### config.mk
export PLATFORM = sky130hd
export DESIGN_NAME = reg_ctx_sequencer
export DESIGN_NICKNAME = d
export VERILOG_FILES = /design/src/rtl/reg_ctx_sequencer_pkg.sv /design/src/rtl/reg_ctx_sequencer.sv
export SDC_FILE = /design/constraint.sdc
export NUM_CORES = 1
export LEC_CHECK = 0
export CAP_MARGIN = 15
export CORE_ASPECT_RATIO = 0.9
export CORE_MARGIN = 3
export CORE_UTILIZATION = 37
export CTS_BUF_LIST = sky130_fd_sc_hd__clkbuf_4
export DETAILED_ROUTE_END_ITERATION = 6
export PLACE_DENSITY = 0.8
export REMOVE_ABC_BUFFERS = 1
export SYNTH_ARGS = -nofsm -noshare
export SYNTH_HDL_FRONTEND = slang
export SYNTH_SLANG_ARGS = --single-unit
export TNS_END_PERCENT = 100
### constraint.sdc
create_clock -name CLK -period 2.4 [get_ports CLK]
set_input_delay 0.48 -clock CLK [delete_from_list [all_inputs] [get_ports CLK]]
set_output_delay 0.48 -clock CLK [all_outputs]
set_load 0.02 [all_outputs]
### src/rtl/reg_ctx_sequencer_pkg.sv
// reg_ctx_sequencer_pkg: shared state encoding and context layout constants.
package reg_ctx_sequencer_pkg;

    typedef enum logic [2:0] {
        IDLE       = 3'd0,
        SAVE       = 3'd1,
        RESTORE_RD = 3'd2,
        RESTORE_WR = 3'd3,
        FINISH     = 3'd4
    } ctx_state_t;

    localparam int CTX_WORD_BYTES = 4;
    localparam int CTX_FIRST_REG  = 1;

endpackage

### src/rtl/reg_ctx_sequencer.sv
// reg_ctx_sequencer: saves x1..x31 to memory or restores them from memory,
// holding BUSY high so the pipeline stalls for the whole context switch.
module reg_ctx_sequencer
    import reg_ctx_sequencer_pkg::*;
#(
    parameter int REG_COUNT = 32,
    parameter int RADDR_W   = 5,
    parameter int DATA_W    = 32
) (
    input  logic               CLK,
    input  logic               RESET,
    input  logic               START_SAVE,
    input  logic               START_RESTORE,
    input  logic [31:0]        CTX_BASE,
    output logic               BUSY,
    output logic               DONE,
    output logic [RADDR_W-1:0] OUT1ADDRESS,
    input  logic [DATA_W-1:0]  OUT1,
    output logic [RADDR_W-1:0] INADDRESS,
    output logic [DATA_W-1:0]  IN,
    output logic               WRITE,
    output logic [31:0]        MEM_ADDRESS,
    output logic [DATA_W-1:0]  MEM_WRITEDATA,
    output logic               MEM_WRITE,
    output logic               MEM_READ,
    input  logic [DATA_W-1:0]  MEM_READDATA,
    input  logic               MEM_BUSYWAIT
);

    ctx_state_t         state;
    logic [RADDR_W-1:0] idx;
    logic [31:0]        base;
    logic [31:0]        addr;
    logic               last;

    assign last = idx == RADDR_W'(REG_COUNT - 1);
    assign addr = base + 32'(idx) * 32'(CTX_WORD_BYTES);

    always_ff @(posedge CLK or posedge RESET) begin
        if (RESET) begin
            state <= IDLE;
            idx   <= '0;
            base  <= '0;
            IN    <= '0;
        end else begin
            case (state)
                IDLE: if (START_SAVE || START_RESTORE) begin
                    state <= START_SAVE ? SAVE : RESTORE_RD;
                    idx   <= RADDR_W'(CTX_FIRST_REG);
                    base  <= CTX_BASE;
                end
                SAVE: if (!MEM_BUSYWAIT) begin
                    if (last) state <= FINISH;
                    else idx <= idx + 1'b1;
                end
                RESTORE_RD: if (!MEM_BUSYWAIT) begin
                    IN    <= MEM_READDATA;
                    state <= RESTORE_WR;
                end
                RESTORE_WR: begin
                    state <= last ? FINISH : RESTORE_RD;
                    if (!last) idx <= idx + 1'b1;
                end
                FINISH:  state <= IDLE;
                default: state <= IDLE;
            endcase
        end
    end

    // Outputs decode straight from state so an async reset clears them at once.
    assign BUSY          = state != IDLE;
    assign DONE          = state == FINISH;
    assign MEM_WRITE     = state == SAVE;
    assign MEM_READ      = state == RESTORE_RD;
    assign WRITE         = state == RESTORE_WR;
    assign OUT1ADDRESS   = MEM_WRITE ? idx : '0;
    assign INADDRESS     = WRITE ? idx : '0;
    assign MEM_ADDRESS   = (MEM_WRITE || MEM_READ) ? addr : '0;
    assign MEM_WRITEDATA = MEM_WRITE ? OUT1 : '0;

endmodule

======== Yosys cells after proc, flatten, opt, wreduce, memory -nomap -nowiden ========
Index checks and enable logic that the tools add are counted.
word-level totals
  register bits ........................... 72
  word-level logic and storage cells ...... 40
  output and inout bits ................... 111
  input bits .............................. 101
cells by class
  muxes and demuxes ....................... 15
  eq/ne operators ......................... 9
  reductions and logical operators ........ 9
  bitwise operators ....................... 1
  $add $sub $neg .......................... 2
operator list
  cell                                                   count
  two-way mux 32 bit                                     2
  adder 32 x 7 -> 32 bit                                 1
  two-way mux 5 bit                                      5
  two-way mux 3 bit                                      5
  one-hot mux 5 bit (3 select lines)                     1
  one-hot mux 3 bit (4 select lines)                     1
  == test 3 x 2 -> 1 bit, second input constant          2
  inequality test 2 bit, second input constant           3
  nonzero test 3 bit                                     2
  adder 5 x 1 -> 5 bit, second input constant            1
  == test 5 bit, second input constant                   1
  AND reduction 2 bit                                    2
  AND reduction 4 bit                                    1
  == test 3 x 1 -> 1 bit, second input constant          1
  == test 3 bit, second input constant                   1
  zero test 3 bit                                        1
  AND reduction 3 bit                                    1
  logical OR 1 bit                                       2
  two-way mux 2 bit                                      1
  inequality test 2 x 1 -> 1 bit, second input constant  1
  NOT 1 bit                                              1

======== Depth between registers and ports, before layout ========
Gate-level depths: netlist of run 1.
  depth in word-level cells ............... 4
  gate-level depth with buffers ........... 8
  gate-level depth less buffers ........... 8

======== Worst setup path after synthesis of run 1 ========
Ideal clock, no wire load.
  kind .................................... register -> output
  start point ............................. register idx[1]
  end point ............................... output MEM_ADDRESS[31]
  slack ................................... -0.293 ns
  path buffers ............................ 1
  data required time ...................... 1.920 ns
  arrival time ............................ 2.213 ns
  cell stages (with the launch flop) ...... 8
  cells stage by stage .................... dfrtp_1 > ha_1 > a21o_1 > and4_1 > clkbuf_1 > o21ai_1 > or4_1 > a21oi_1
on the way
  word-level cells in the longest chain between the ends .. 2
RTL lines
  element                   RTL line                 RTL
  start: declaration        reg_ctx_sequencer.sv:31  logic [RADDR_W-1:0] idx;
  start signal: assignment  reg_ctx_sequencer.sv:49  idx <= RADDR_W'(CTX_FIRST_REG);
  start signal: assignment  reg_ctx_sequencer.sv:54  else idx <= idx + 1'b1;
  start signal: assignment  reg_ctx_sequencer.sv:62  if (!last) idx <= idx + 1'b1;
  adder 32 x 7 -> 32 bit    reg_ctx_sequencer.sv:37  assign addr = base + 32'(idx) * 32'(CTX_WORD_BYTES);
  two-way mux 32 bit        reg_ctx_sequencer.sv:78  assign MEM_ADDRESS = (MEM_WRITE || MEM_READ) ? addr : '0;
  end: declaration          reg_ctx_sequencer.sv:22  output logic [31:0] MEM_ADDRESS,
Every way passes these cells.

======== Final worst setup path of run 1 ========
  start point ............................. register base[3]
  end point ............................... output MEM_ADDRESS[31]
on the way
  word-level cells in the longest chain between the ends .. 2
RTL lines
  element                   RTL line                 RTL
  start: declaration        reg_ctx_sequencer.sv:32  logic [31:0] base;
  start signal: assignment  reg_ctx_sequencer.sv:43  base <= '0;
  start signal: assignment  reg_ctx_sequencer.sv:50  base <= CTX_BASE;
  adder 32 x 7 -> 32 bit    reg_ctx_sequencer.sv:37
  two-way mux 32 bit        reg_ctx_sequencer.sv:78
Every way passes these cells.

==> impl_metrics.py, run 1 <==
metrics = {
    "final_layout": {
        "antennaDiodeCount": 0,
        "final-seq-area_mm2": 0.001805,
        "multi_input_area_mm2": 0.002268,
        "nFillCells": 810,
        "syn_to_final_growth_pct": 79.58,
        "drive_above_1_share": 0.4478,
        "fin_nets": 765,
    },
    "setup_path": {
        "max_stage_delay_ps": 420,
        "start_kind": "flop",
        "r2r_end": "idx[0]",
        "reg2reg_depth": 10,
        "crit_family": "simple AND/OR/NAND/NOR gates",
        "crit_type": "reg -> out",
        "r2r_slack_ps": 140,
        "crit_slowest_cell": "dfrtp_1",
        "path_buf_inv": 1,
        "crit_arrival_ps": 2360,
        "cp.required_ps": 1920,
        "crit_chain": "ha_1 -> a21o_1 -> and4_4 -> o21ai_4 -> or4_1 -> a21oi_1 -> buf_4",
        "critPathMaxFanout": 7,
        "endpoint_kind": "output port",
        "rr_startpoint": "idx[0]",
    },
    "worst_hold_path": {
        "min_path_type": "in -> async",
    },
    "cts": {
        "tritoncts": "yes",
        "cts_max_level": 3,
        "clock_latency_ps": 440,
        "clock_sinks": 72,
        "postCtsHoldBufs": 0,
        "cts_buffers": 9,
        "cts-root-buf": "clkbuf_4",
        "cts_buffer_depth": 2,
        "path_clk_slew_ps": 130,
    },
    "timing": {
        "maxSlewHeadroom": 0.7376,
        "hold_viol": 0,
        "grt_setup_unrepaired": "true",
        "max_freq_ghz": 0.3521,
        "fin_crit_ps": 2840,
        "worstMarginPinSlew_ps": 393.6,
        "setup_tns_ps": -9322,
        "slew_violations": 0,
        "finalClockSkew_ps": 16.79,
        "period_share": 1.183,
        "setup_viol": 32,
        "hold_ws_ps": 416.8,
        "fin_ws_ps": -439.8,
    },
    "global_routing": {
        "grt_pass1_wl_um": 20370,
        "antenna_found_initial": 0,
        "first_global_vias": 4029,
        "grt_max_degree": 73,
        "track_usage": 0.2120,
        "overflow": 0,
    },
    "drt": {
        "drc": 0,
        "drt-pass1-iter-count": 4,
        "num_vias": 3921,
        "avgViaCountPerCell": 4.963,
        "wl_um": 13610,
        "ant_nets": 0,
        "wl_per_cell_um": 17.22,
        "drt_iter0_markers": 219,
    },
    "floorplanning": {
        "start_util": 0.3831,
        "dieArea_mm2": 0.01198,
        "die_h_um": 104.1,
        "io-pin-count": 212,
        "core_area_mm2": 0.01033,
        "num_rows": 35,
        "die_w_um": 115.0,
    },
    "logic_synthesis": {
        "syn_avg_cell_area_um2": 10.56,
        "synth-seq-cells": 72,
        "syn-cell-area_mm2": 0.003959,
        "synth_top_area_frac": 0.4551,
        "synth_area_leaders": "dfrtp_1 46%, mux2_2 17%, and2_1 6.0%",
        "yosys_warnings": 0,
        "synth_area_leader_cell": "dfrtp_1",
        "synth_common_cells": "72 x dfrtp_1, 60 x mux2_2, 38 x and2_1, 38 x nor2_1, 22 x xor2_1",
        "synth_ff_type": "dfrtp_1",
        "yosysMostFrequentCell": "dfrtp_1",
        "syn_inst": 375,
        "synth_edf_count": 0,
        "synth_seq_area_share": 0.4551,
        "async_flop_share": 1.000,
        "ys_types": 43,
    },
    "place": {
        "place.gp.congestion": 0.8771,
        "place_hpwl_um": 9202,
        "portBuffers": 211,
        "preCtsSetupSlack_ps": -524.0,
    },
    "status": {
        "failed_checks": "negative setup slack",
        "outcome": "finished with violations",
    },
    "flow_run": {
        "cap_violations": 0,
    },
    "power": {
        "power.density_mw_per_mm2": 536.0,
        "p_leak_uw": 0.003180,
        "vdd_ir_drop_max_uv": 379.4,
    },
}
-- how the worst max path moves through the flow --
stage,end,from,cells after the start
5_1_grt,MEM_ADDRESS[29],base[3],7
4_1_cts,MEM_ADDRESS[14],idx[0],9
2_1_floorplan,IN[0],state[2],3
3_5_place_dp,MEM_ADDRESS[16],idx[0],9
3_3_place_gp,MEM_ADDRESS[31],idx[1],8
6_report,MEM_ADDRESS[31],base[3],7
-- stage by stage --
stage	power, µW	std cells	cell area (µm²)	utilization
after CTS	3747	766	6847	0.6625
after global placement	2749	746	6580	0.6367
after detailed placement	2784	746	6580	0.6367
after floorplan	2059	354	3861	-
after global routing	4012	790	7109	0.6879
final	3811	790	7109	0.6879
-- worst reg2reg max path: cells and delay by family, from the launching register on --
| kind | cells | cell delay [ps] |
|---|---|---|
| adders and majority gates | 2 | 420 |
| and+or+nand+nor | 3 | 630 |
| buffers and inverters | 3 | 380 |
| DFF | 1 | 420 |
| AOI/OAI and AO/OA | 2 | 310 |
-- placed cells by master (no fill, tap or decap), types with 4 or more instances in the layout --
| cell type | Yosys | final |
|---|---|---|
| o211ai_1 | 5 | 5 |
| xnor2_1 | 5 | 5 |
| a21oi_1 | 9 | 5 |
| clkbuf_4 | 0 | 10 |
| buf_4 | 0 | 88 |
| nand4_1 | 5 | 5 |
| nor2_1 | 38 | 36 |
| and2_4 | 0 | 25 |
| clkbuf_2 | 0 | 11 |
| mux2_2 | 60 | 60 |
| buf_2 | 9 | 12 |
| buf_6 | 1 | 39 |
| clkdlybuf4s50_1 | 0 | 132 |
| and2_1 | 38 | 13 |
| and3_1 | 10 | 10 |
| dfrtp_1 | 72 | 69 |
| nand3_2 | 0 | 4 |
| nand3_1 | 12 | 8 |
| o21ai_0 | 11 | 9 |
| inv_1 | 11 | 8 |
| dlygate4sd2_1 | 0 | 4 |
| xor2_1 | 22 | 21 |
| nand2_1 | 9 | 7 |
-- cells by family after synthesis --
group,Yosys count,share of synthesized area
AO/OA/AOI/OAI,35,0.05373
XOR/XNOR,27,0.05973
adder cells (fa/ha/maj),8,0.02718
buffers and inverters,32,0.03508
flip-flops,72,0.4551
multiplexers,61,0.1735
AND/OR/NAND/NOR,140,0.1956
-- layer usage --
layer  wire length, µm  GRT usage  part of all wire
met2              6924     0.3591              0.51
met5                 0          0                 0
met4               214    0.04778             0.016
met3               944    0.07330             0.069
met1              5521     0.2589              0.41
-- report_power, final --
group | total [µW] | internal [µW] | switching (µW) | leakage, µW
Sequential | 1440 | 1350 | 90.3 | 0.000858
Combinational | 1460 | 772 | 687 | 0.00224
Clock | 910 | 439 | 472 | 0.0000832
Total | 3810 | 2560 | 1250 | 0.00318
-- timing repair --
| item | CTS | global route |
|---|---|---|
| setup endpoints to repair | 79 | 74 |
| gates cloned | 1 | 6 |
| pin swaps | 27 | 44 |
| buffers inserted | 3 | 19 |
| resized for setup | 281 | 183 |
-- sequential cells by signal, indices dropped and copies added, names as in the netlist --
signal / cells
IN: 32
base: 32
idx: 5
state: 3
-- final cells by class --
type | instances | area share
Clock buffer | 10 | 0.01056
Timing Repair Buffer | 291 | 0.3743
Multi-Input combinational cell | 271 | 0.3191
Clock inverter | 6 | 0.01302
Tap cell | 129 | 0.02270
Inverter | 11 | 0.006336
Sequential cell | 72 | 0.2540
(Power assumes the default switching activity.)
==> run 2: changes to the inputs <==
--- a/config.mk
+++ b/config.mk
@@ -6,13 +6,14 @@
 export NUM_CORES = 1
 export LEC_CHECK = 0
 export CAP_MARGIN = 15
-export CORE_ASPECT_RATIO = 0.9
+export CORE_ASPECT_RATIO = 0.7
 export CORE_MARGIN = 3
 export CORE_UTILIZATION = 37
 export CTS_BUF_LIST = sky130_fd_sc_hd__clkbuf_4
 export DETAILED_ROUTE_END_ITERATION = 6
 export PLACE_DENSITY = 0.8
 export REMOVE_ABC_BUFFERS = 1
+export SKIP_CTS_REPAIR_TIMING = 1
 export SYNTH_ARGS = -nofsm -noshare
 export SYNTH_HDL_FRONTEND = slang
 export SYNTH_SLANG_ARGS = --single-unit
==> impl_metrics.py, run 2 (synthesized netlist as in run 1, its figures left out) <==
metrics = {
    "floorplanning": {
        "io-pin-count": 212,
        "die_h_um": 92.54,
        "num_rows": 30,
        "die_w_um": 129.6,
        "core_area_mm2": 0.01006,
        "start_util": 0.3935,
        "dieArea_mm2": 0.01200,
    },
    "global_routing": {
        "first_global_vias": 3976,
        "antenna_found_initial": 1,
        "track_usage": 0.2099,
        "grt_pass1_wl_um": 20090,
        "overflow": 0,
        "grt_max_degree": 38,
    },
    "cts": {
        "path_clk_slew_ps": 120,
        "cts_max_level": 3,
        "cts-root-buf": "clkbuf_4",
        "clock_latency_ps": 420,
        "cts_buffers": 9,
        "cts_buffer_depth": 2,
        "tritoncts": "yes",
        "clock_sinks": 72,
    },
    "timing": {
        "fin_crit_ps": 2766,
        "slew_violations": 0,
        "hold_ws_ps": 393.3,
        "fin_ws_ps": -365.8,
        "period_share": 1.152,
        "maxSlewHeadroom": 0.6625,
        "max_freq_ghz": 0.3616,
        "grt_setup_unrepaired": "true",
        "setup_tns_ps": -8488,
        "worstMarginPinSlew_ps": 505.4,
        "setup_viol": 27,
        "hold_viol": 0,
        "finalClockSkew_ps": 13.96,
    },
    "final_layout": {
        "drive_above_1_share": 0.3150,
        "layout_common_cells": "132 x clkdlybuf4s50_1, 72 x dfrtp_1, 67 x buf_4, 60 x mux2_2, 50 x dlymetal6s2s_1",
        "reg_top3": "IN: 32 flops, base: 32 flops, idx: 5 flops",
        "layout.cells.non_filler": 766,
        "antennaDiodeCount": 0,
        "syn_to_final_growth_pct": 77.21,
        "nFillCells": 763,
        "final_common_cell": "clkdlybuf4s50_1",
        "fin_nets": 742,
    },
    "drt": {
        "drt_iter0_markers": 124,
        "avgViaCountPerCell": 4.896,
        "wl_per_cell_um": 16.90,
        "num_vias": 3750,
        "drc": 0,
        "drt-pass1-iter-count": 6,
        "wl_um": 12940,
        "ant_nets": 0,
    },
    "power": {
        "finalPower_uw": 3670,
        "power.density_mw_per_mm2": 523.1,
        "p_leak_uw": 0.003785,
        "vdd_ir_drop_max_uv": 416.8,
    },
    "setup_path": {
        "endpoint_kind": "output port",
        "critPathMaxFanout": 5,
        "start_kind": "flop",
        "cp.required_ps": 1920,
        "crit_arrival_ps": 2290,
        "crit_type": "reg -> out",
        "reg2reg_depth": 9,
    },
    "place": {
        "place_hpwl_um": 9985,
        "preCtsSetupSlack_ps": -543.1,
        "placedCellCount": 748,
        "place.gp.congestion": 0.8135,
        "portBuffers": 211,
    },
    "worst_hold_path": {
        "min_path_type": "in -> async",
    },
    "status": {
        "outcome": "finished with violations",
        "failed_checks": "negative setup slack",
    },
    "flow_run": {
        "cap_violations": 0,
    },
}
run 2: changes by cell type in the layout (fill, tap and decap cells not counted), sizes merged:
cell	delta
buf	-61
bufinv	-1
clkbuf	-8
clkinv	+2
clkinvlp	-2
dlygate4sd2	-4
dlymetal6s2s	+50
inv	+1
run 2: final timing paths:
path / end / startpoint / slack, ps
setup / recovery: MEM_ADDRESS[27] / base[3] / -370
hold / removal: base[24] / RESET / 390
setup reg to reg: idx[0] / idx[0] / 310
hold reg to reg: IN[24] / IN[24] / 510
max in group asynchronous: base[1] / RESET / 1440
min in group CLK: IN[24] / IN[24] / 510
run 2: per-layer routing:
metal,wire length (µm),up-vias,global-route usage
met1,5281,1791,0.2563
met4,174,2,0.04671
met3,1228,17,0.09683
li1,-,1810,-
met2,6244,130,0.3401
met5,14,-,0
run 2: stage by stage:
stage / cell area, µm² / utilization
final: 7015 / 0.6974
after detailed placement: 6614 / 0.6575
after floorplan: 3861 / -
after global routing: 7015 / 0.6974
after global placement: 6614 / 0.6575
after CTS: 6758 / 0.6718
run 2: worst max-delay path, cell delays in order, from the launching register on:
cell,delay (ps)
dfrtp_1,400
ha_1,280
a21o_1,140
and4_4,230
o21ai_4,60
buf_6,130
or3_4,360
a21oi_2,140
buf_6,130
run 2: area by class of cell:
| type | count | area (µm²) | share of cell area |
|---|---|---|---|
| clock inverters | 6 | 68.82 | 0.009809 |
| well taps | 128 | 160.2 | 0.02283 |
| multi-input cells | 271 | 2232 | 0.3182 |
| repair buffers | 268 | 2636 | 0.3758 |
| flip-flops and latches | 72 | 1802 | 0.2568 |
| clock buffers | 10 | 75.07 | 0.01070 |
| inverters | 11 | 41.29 | 0.005885 |
run 2: power by group:
part           switching [µW]  leakage [µW]  internal [µW]  total [µW]
clock                     446     0.0000770            335         781
sequential               92.7      0.000862           1350        1440
combinational             679       0.00285            767        1450
==> run 3: changes to the inputs <==
--- a/config.mk
+++ b/config.mk
@@ -11,7 +11,7 @@
 export CORE_UTILIZATION = 37
 export CTS_BUF_LIST = sky130_fd_sc_hd__clkbuf_4
 export DETAILED_ROUTE_END_ITERATION = 6
-export PLACE_DENSITY = 0.8
+export PLACE_DENSITY = 0.77
 export REMOVE_ABC_BUFFERS = 1
 export SKIP_CTS_REPAIR_TIMING = 1
 export SYNTH_ARGS = -nofsm -noshare
==> impl_metrics.py, run 3 (synthesized netlist as in run 1, its figures left out) <==
metrics = {
    "timing": {
        "max_freq_ghz": 0.3555,
        "period_share": 1.172,
        "grt_setup_unrepaired": "true",
        "fin_crit_ps": 2813,
        "setup_viol": 26,
        "maxSlewHeadroom": 0.6999,
        "hold_viol": 0,
        "fin_ws_ps": -412.6,
        "finalClockSkew_ps": 7.905,
        "worstMarginPinSlew_ps": 450.1,
        "slew_violations": 0,
    },
    "setup_path": {
        "crit_slowest_cell": "dfrtp_1",
        "crit_type": "reg -> out",
        "cp.required_ps": 1920,
        "critPathMaxFanout": 7,
        "crit_arrival_ps": 2330,
        "crit_chain": "ha_1 -> a21o_1 -> and4_4 -> o21ai_4 -> or4_1 -> a21oi_1 -> buf_4",
        "start_kind": "flop",
        "endpoint_kind": "output port",
        "max_stage_delay_ps": 410,
        "reg2reg_depth": 9,
    },
    "global_routing": {
        "grt_pass1_wl_um": 19610,
        "grt_max_degree": 73,
        "track_usage": 0.2061,
        "overflow": 0,
        "antenna_found_initial": 0,
        "first_global_vias": 3889,
    },
    "place": {
        "placedCellCount": 739,
        "dpl_cell_area_mm2": 0.006534,
        "place_hpwl_um": 9576,
        "portBuffers": 211,
        "place.gp.congestion": 0.8463,
    },
    "cts": {
        "path_clk_slew_ps": 120,
        "clock_sinks": 72,
        "cts_buffer_depth": 2,
        "cts_max_level": 3,
        "cts_buffers": 9,
        "tritoncts": "yes",
        "cts-root-buf": "clkbuf_4",
        "clock_latency_ps": 420,
    },
    "drt": {
        "ant_nets": 0,
        "wl_per_cell_um": 17.21,
        "avgViaCountPerCell": 4.942,
        "drc": 0,
        "drt-pass1-iter-count": 5,
        "drt_iter0_markers": 186,
        "num_vias": 3756,
        "wl_um": 13080,
    },
    "final_layout": {
        "drive_above_1_share": 0.3233,
        "layout.cells.non_filler": 760,
        "reg_top3": "IN: 32 flops, base: 32 flops, idx: 5 flops",
        "syn_to_final_growth_pct": 70.95,
        "fin_nets": 736,
        "final_common_cell": "clkdlybuf4s50_1",
        "final_cell_area_mm2": 0.006768,
        "layout_common_cells": "132 x clkdlybuf4s50_1, 72 x dfrtp_1, 60 x mux2_2, 60 x buf_4, 38 x and2_1",
    },
    "floorplanning": {
        "dieArea_mm2": 0.01200,
        "num_rows": 30,
        "start_util": 0.3935,
        "die_w_um": 129.6,
        "io-pin-count": 212,
        "die_h_um": 92.54,
        "core_area_mm2": 0.01006,
    },
    "power": {
        "power.density_mw_per_mm2": 545.9,
        "p_leak_uw": 0.003453,
        "vdd_ir_drop_max_uv": 422.5,
    },
    "flow_run": {
        "cap_violations": 0,
    },
    "status": {
        "outcome": "finished with violations",
        "failed_checks": "negative setup slack",
    },
    "worst_hold_path": {
        "min_path_type": "in -> async",
    },
}
-- run 3: cell count changes in the layout (fill, tap and decap cells not counted), sizes merged --
| cell | previous run | this run |
|---|---|---|
| dlymetal6s2s | 50 | 33 |
| clkinv | 3 | 0 |
| inv | 12 | 11 |
| clkinvlp | 1 | 3 |
| buf | 83 | 77 |
| diode | 0 | 1 |
| bufinv | 1 | 2 |
| clkbuf | 13 | 30 |
-- run 3: worst paths after layout --
path | start | to | slack (ps)
max | idx[1] | MEM_ADDRESS[31] | -410
max in group asynchronous | RESET | base[28] | 1630
max reg2reg | idx[0] | idx[0] | 270
min | RESET | base[22] | 440
min reg2reg | IN[4] | IN[4] | 520
min in group CLK | IN[4] | IN[4] | 520
-- run 3: final cells by class --
class | instances | area (µm²)
Antenna cell | 1 | 2.502
Clock buffer | 10 | 75.07
Clock inverter | 5 | 82.58
Fill cell | 806 | 3292
Inverter | 11 | 41.29
Multi-Input combinational cell | 271 | 2155
Sequential cell | 72 | 1802
Tap cell | 128 | 160.2
Timing Repair Buffer | 262 | 2450
-- run 3: critical path, delay by kind of cell, from the launching register on --
family,cells,cell delay (ps)
AND/OR/NAND/NOR,2,670
adder cells (fa/ha/maj),1,280
AO/OA/AOI/OAI,3,380
buffers and inverters,1,160
flip-flops,1,410
-- run 3: power breakdown --
| group | internal (µW) | switching, µW |
|---|---|---|
| registers | 1350 | 95.2 |
| logic | 717 | 649 |
| clock network | 428 | 455 |
| total | 2500 | 1200 |
-- run 3: layer usage --
layer  wire (µm)  GRT usage  vias up
met5           0          0        -
met4          99    0.04152        0
met3        1178    0.09625       11
met2        6407     0.3349      126
met1        5395     0.2518     1822
li1            -          -     1797
-- run 3: stage by stage --
stage	utilization	setup TNS, ps	power [µW]	hold WS [ps]	worst slack, ps
3_3_place_gp	0.6495	-9372	2766	471.1	-467.4
4_1_cts	0.6652	-37360	3696	436.6	-1038
2_1_floorplan	-	-88950	2059	485.0	-1169
6_report	0.6728	-8769	3695	439.3	-412.6
5_1_grt	0.6725	-12560	3902	408.2	-553.6
3_5_place_dp	0.6495	-10530	2792	477.4	-525.5
==> edit 1, RTL diff (settings of run 3) <==
The parameter `RADDR_W` goes from 5 to 7.
--- a/src/rtl/reg_ctx_sequencer.sv
+++ b/src/rtl/reg_ctx_sequencer.sv
@@ -5,5 +5,5 @@
 #(
     parameter int REG_COUNT = 32,
-    parameter int RADDR_W   = 5,
+    parameter int RADDR_W   = 7,
     parameter int DATA_W    = 32
 ) (
Interface: changed (resized INADDRESS and OUT1ADDRESS); port bits go from 212 to 216. The function was not compared with the original's and may differ.
==> edit 1 against run 3 <==
The run still ends with negative setup slack left. Cell area grew 13%. Global-route usage grew 1.6 points. Wire length grew 13%. Worst setup slack lost 0.23 ns. Sequential cell count grew 2. Synthesized area grew 7.4%. Critical path depth grew 2. Fmax shrank 7.5%. Largest cell class unchanged.
Power is not compared: it rests on default switching activity, and its combinational part moved more than twofold at a synthesized area within 25%.
==> edit 1: results (changes against run 3) <==
| Metric | Value |
|---|---|
| First-pass GRT wire length | 22.5 mm (+15%) |
| Routed len/inst | 17.5 µm (+1.7%) |
| Slowest stage delay, CP | 0.43 ns (+0.02 ns) |
| Port bufs | 215 (+1.9%) |
| Regs by FF count | IN (32), base (32), idx (7) |
| # diodes | 0 (-1) |
| Post-Synthesis Cells | 405 (+8.0%) |
| DR vias | 4189 (+12%) |
| Failing checks | negative setup slack |
| Routability Congestion | 0.875 (+3.4%) |
| Clock buffer depth | 2 (unchanged) |
| Reg power frac | 29.6% |
| Fin Clk Skew | 0.00951 ns (+0.00161 ns) |
| Top post-synthesis cells by count | dfrtp_1 (74), mux2_2 (56), and2_1 (42) |
| Slowest-stage cell, CP | fa_2 |
| 1st-pass router iterations | 4 (-1) |
| Distinct cell type count after synthesis | 49 (+14%) |
| Fillers | 858 (+6.5%) |
| DRT iter0 DRCs | 238 (+28%) |
| Seq/Total Area, Yosys | 43.5% (-2.0 points) |
| Arrival time worst endpoint | 2.56 ns (+0.23 ns) |
| Clk_lat worst skew | 0.43 ns |
| Setup total negative slack | -13.71 ns (-4.94 ns) |
| Slew margin rel. | 64.5% (-5.5 points) |
| Share of cells above drive strength 1 | 33.7% (+1.4 points) |
| CP delay by family, top | adder cells |
| Final nets | 797 (+8.3%) |
| Setup violators final | 28 (+7.7%) |
| Largest net degree at the start of global routing | 75 (+2.7%) |
| Max FO, Critical Path | 3 (-4) |
| PnR worst setup slack | -0.642 ns (-0.229 ns) |
| Initial antenna violation count | 1 (+1) |
| Dominant cells by area after synthesis | dfrtp_1 (44%), mux2_2 (15%), and2_1 (6.2%) |
| Status | complete, but fails checks |
| Placed Instances | 821 (+11%) |
| Vias/cell | 4.96 (+0.43%) |
## edit 1: metal layers
metal  global-route usage [%]  vias to the layer above  part of all wire [%]
li1                         -                     1996                     -
met5                        0                        -                 0.088
met1                     28.2                     2035                    42
met2                     36.1                      148                    49
met3                     8.67                        8                   8.3
met4                     5.25                        2                  0.74
## edit 1: worst paths after layout
| path | slack (ns) | end | cells after the start | startpoint |
|---|---|---|---|---|
| max | -0.64 | MEM_ADDRESS[8] | 9 | idx[0] |
| min | 0.44 | IN[8] | 3 | RESET |
| max reg2reg | 0.16 | idx[5] | 7 | state[1] |
| min reg2reg | 0.50 | base[1] | 1 | base[1] |
| max in group asynchronous | 1.62 | base[5] | 3 | RESET |
| min in group CLK | 0.50 | base[1] | 1 | base[1] |
## edit 1: logic make-up (layout without fill, tap and decap cells)
kind of cell | count (synthesis) | in the layout | share of synthesized area, %
AND/OR/NAND/NOR | 148 | 148 | 19.1
flip-flops | 74 | 74 | 43.5
multiplexers | 63 | 63 | 16.7
AO/OA/AOI/OAI | 62 | 62 | 10.3
buffers and inverters | 27 | 313 | 3.00
XOR/XNOR | 22 | 22 | 4.53
adder cells (fa/ha/maj) | 9 | 9 | 2.82
## edit 1: through the flow
stage	total power (W)	cell area, µm²	setup WS (ns)
finish	0.00609	7630	-0.642
global route	0.00642	7630	-0.748
CTS	0.00598	7230	-1.28
detailed placement	0.00506	7070	-0.759
global placement	0.00497	7070	-0.707
floorplan	0.00334	4160	-1.10
## edit 1: area by class of cell
class	instances	area, µm²	area share [%]
sequential	74	1850	24.3
clock inverter	6	92.6	1.21
clock buffer	9	67.6	0.885
timing repair buffer	290	2850	37.3
multi-input combinational	304	2550	33.4
inverter	8	30.0	0.393
tap	153	191	2.51
==> edit 2, RTL diff (config.mk and constraints of run 3) <==
Without the edit above. The 5 states of `ctx_state_t` get a one-hot encoding in 5 bits.
--- a/src/rtl/reg_ctx_sequencer_pkg.sv
+++ b/src/rtl/reg_ctx_sequencer_pkg.sv
@@ -2,10 +2,10 @@
 package reg_ctx_sequencer_pkg;
 
-    typedef enum logic [2:0] {
-        IDLE       = 3'd0,
-        SAVE       = 3'd1,
-        RESTORE_RD = 3'd2,
-        RESTORE_WR = 3'd3,
-        FINISH     = 3'd4
+    typedef enum logic [4:0] {
+        IDLE       = 5'b00001,
+        SAVE       = 5'b00010,
+        RESTORE_RD = 5'b00100,
+        RESTORE_WR = 5'b01000,
+        FINISH     = 5'b10000
     } ctx_state_t;
 
Check against the original RTL: same outputs for any inputs over 4 cycles, from zero or initial values and one cycle with RESET high; so few cycles prove little.
==> edit 2 against run 3 <==
Count of clock-buffer cells in the layout down 1. Sequential cell count increased by 2. Final cell count rose by 11%. Non-clock buffer count rose by 50. Wire length up 21%. Synthesized area grew 5.0%. Cell area is 18% higher. Worst setup slack worse by 0.27 ns. The flow still finishes with violations (negative setup slack).
Power is not compared: it rests on default switching activity, and its combinational part moved more than twofold at a synthesized area within 25%.
==> edit 2: results (changes against run 3) <==
| Metric | Value |
|---|---|
| Status | complete, but fails checks |
| Failing checks | negative setup slack |
| WL final | 15.8 mm (+21%) |
| CP delay by family, top | adder cells |
| Seq/Total Area, Yosys | 44.6% (-0.94 points) |
| 1st-pass router iterations | 4 (-1) |
| Slew @ Worst Pin | 0.566 ns (+0.116 ns) |
| Pre-CTS WS | -0.665 ns (-0.139 ns) |
| Distinct cell type count after synthesis | 46 (+7.0%) |
| Arrival time worst endpoint | 2.60 ns (+0.27 ns) |
| Routability Congestion | 0.867 (+2.4%) |
| Final nets | 796 (+8.2%) |
| First-pass GRT wire length | 21.6 mm (+10%) |
| GRT Total Usage | 21.6% (+1.0 points) |
| Synthesis-to-layout area growth | 92.5% |
| DRT iter0 DRCs | 172 (-7.5%) |
| Fillers | 750 (-6.9%) |
| FF-to-FF path depth | 8 (-1) |
| Final HPWL DP | 10.8 mm (+13%) |
| Setup violators final | 56 (+120%) |
| Dominant cells by area after synthesis | dfrtp_1 (44%), mux2_2 (17%), and3_1 (6.8%) |
| PnR worst setup slack | -0.682 ns (-0.269 ns) |
| Slowest stage delay, CP | 0.38 ns (-0.03 ns) |
| Share of cells above drive strength 1 | 50.0% (+18 points) |
| Top post-synthesis cells by count | dfrtp_1 (73), mux2_2 (62), and3_1 (45) |
| Regs by FF count | IN (32), base (32) |
| Largest net degree at the start of global routing | 42 (-42%) |
-- edit 2: routing by layer --
metal	vias to the layer above	GRT usage [%]	wire length (µm)
met3	16	9.21	1410
met5	-	0	0
met2	163	36.2	7730
met1	2111	26.6	6510
met4	0	4.15	204
li1	2014	-	-
-- edit 2: path summary, 6_finish.rpt --
| path | from | to | slack, ns |
|---|---|---|---|
| worst max-delay path | idx[0] | MEM_ADDRESS[30] | -0.68 |
| worst min-delay path | RESET | IN[8] | 0.40 |
| worst max register to register | state[2] | idx[2] | 0.19 |
| worst min register to register | IN[31] | IN[31] | 0.52 |
| max in group asynchronous | RESET | IN[31] | 1.42 |
| min in group CLK | IN[31] | IN[31] | 0.52 |
-- edit 2: logic make-up (layout without fill, tap and decap cells) --
logic type                 Yosys count  in the layout  share of synthesized area [%]
muxes                               62             62                           16.8
xor gates and xnor gates            25             25                           5.27
buffers and inverters               31            336                           3.04
DFF                                 74             74                           44.6
AOI/OAI and AO/OA                   47             47                           8.88
adders and majority gates            8              8                           2.59
and+or+nand+nor                    140            140                           18.9
-- edit 2: final cells by class --
type / instances / area share [%]
repair buffers: 312 / 38.5
multi-input cells: 282 / 33.6
flip-flops and latches: 74 / 23.1
well taps: 148 / 2.31
clock inverters: 7 / 1.23
clock buffers: 9 / 0.844
inverters: 8 / 0.375
-- edit 2: worst reg2reg max path: cells and delay by family (launching register included) --
kind | cells | cell delay [ns]
buffers and inverters | 3 | 0.40
flip-flops | 1 | 0.41
AND/OR/NAND/NOR | 4 | 0.99
AO/OA/AOI/OAI | 1 | 0.32
-- edit 2: power breakdown --
| group | internal (W) | switching [W] |
|---|---|---|
| registers | 0.00185 | 0.000386 |
| logic | 0.00330 | 0.00295 |
| clock network | 0.000431 | 0.000488 |
| total | 0.00558 | 0.00382 |
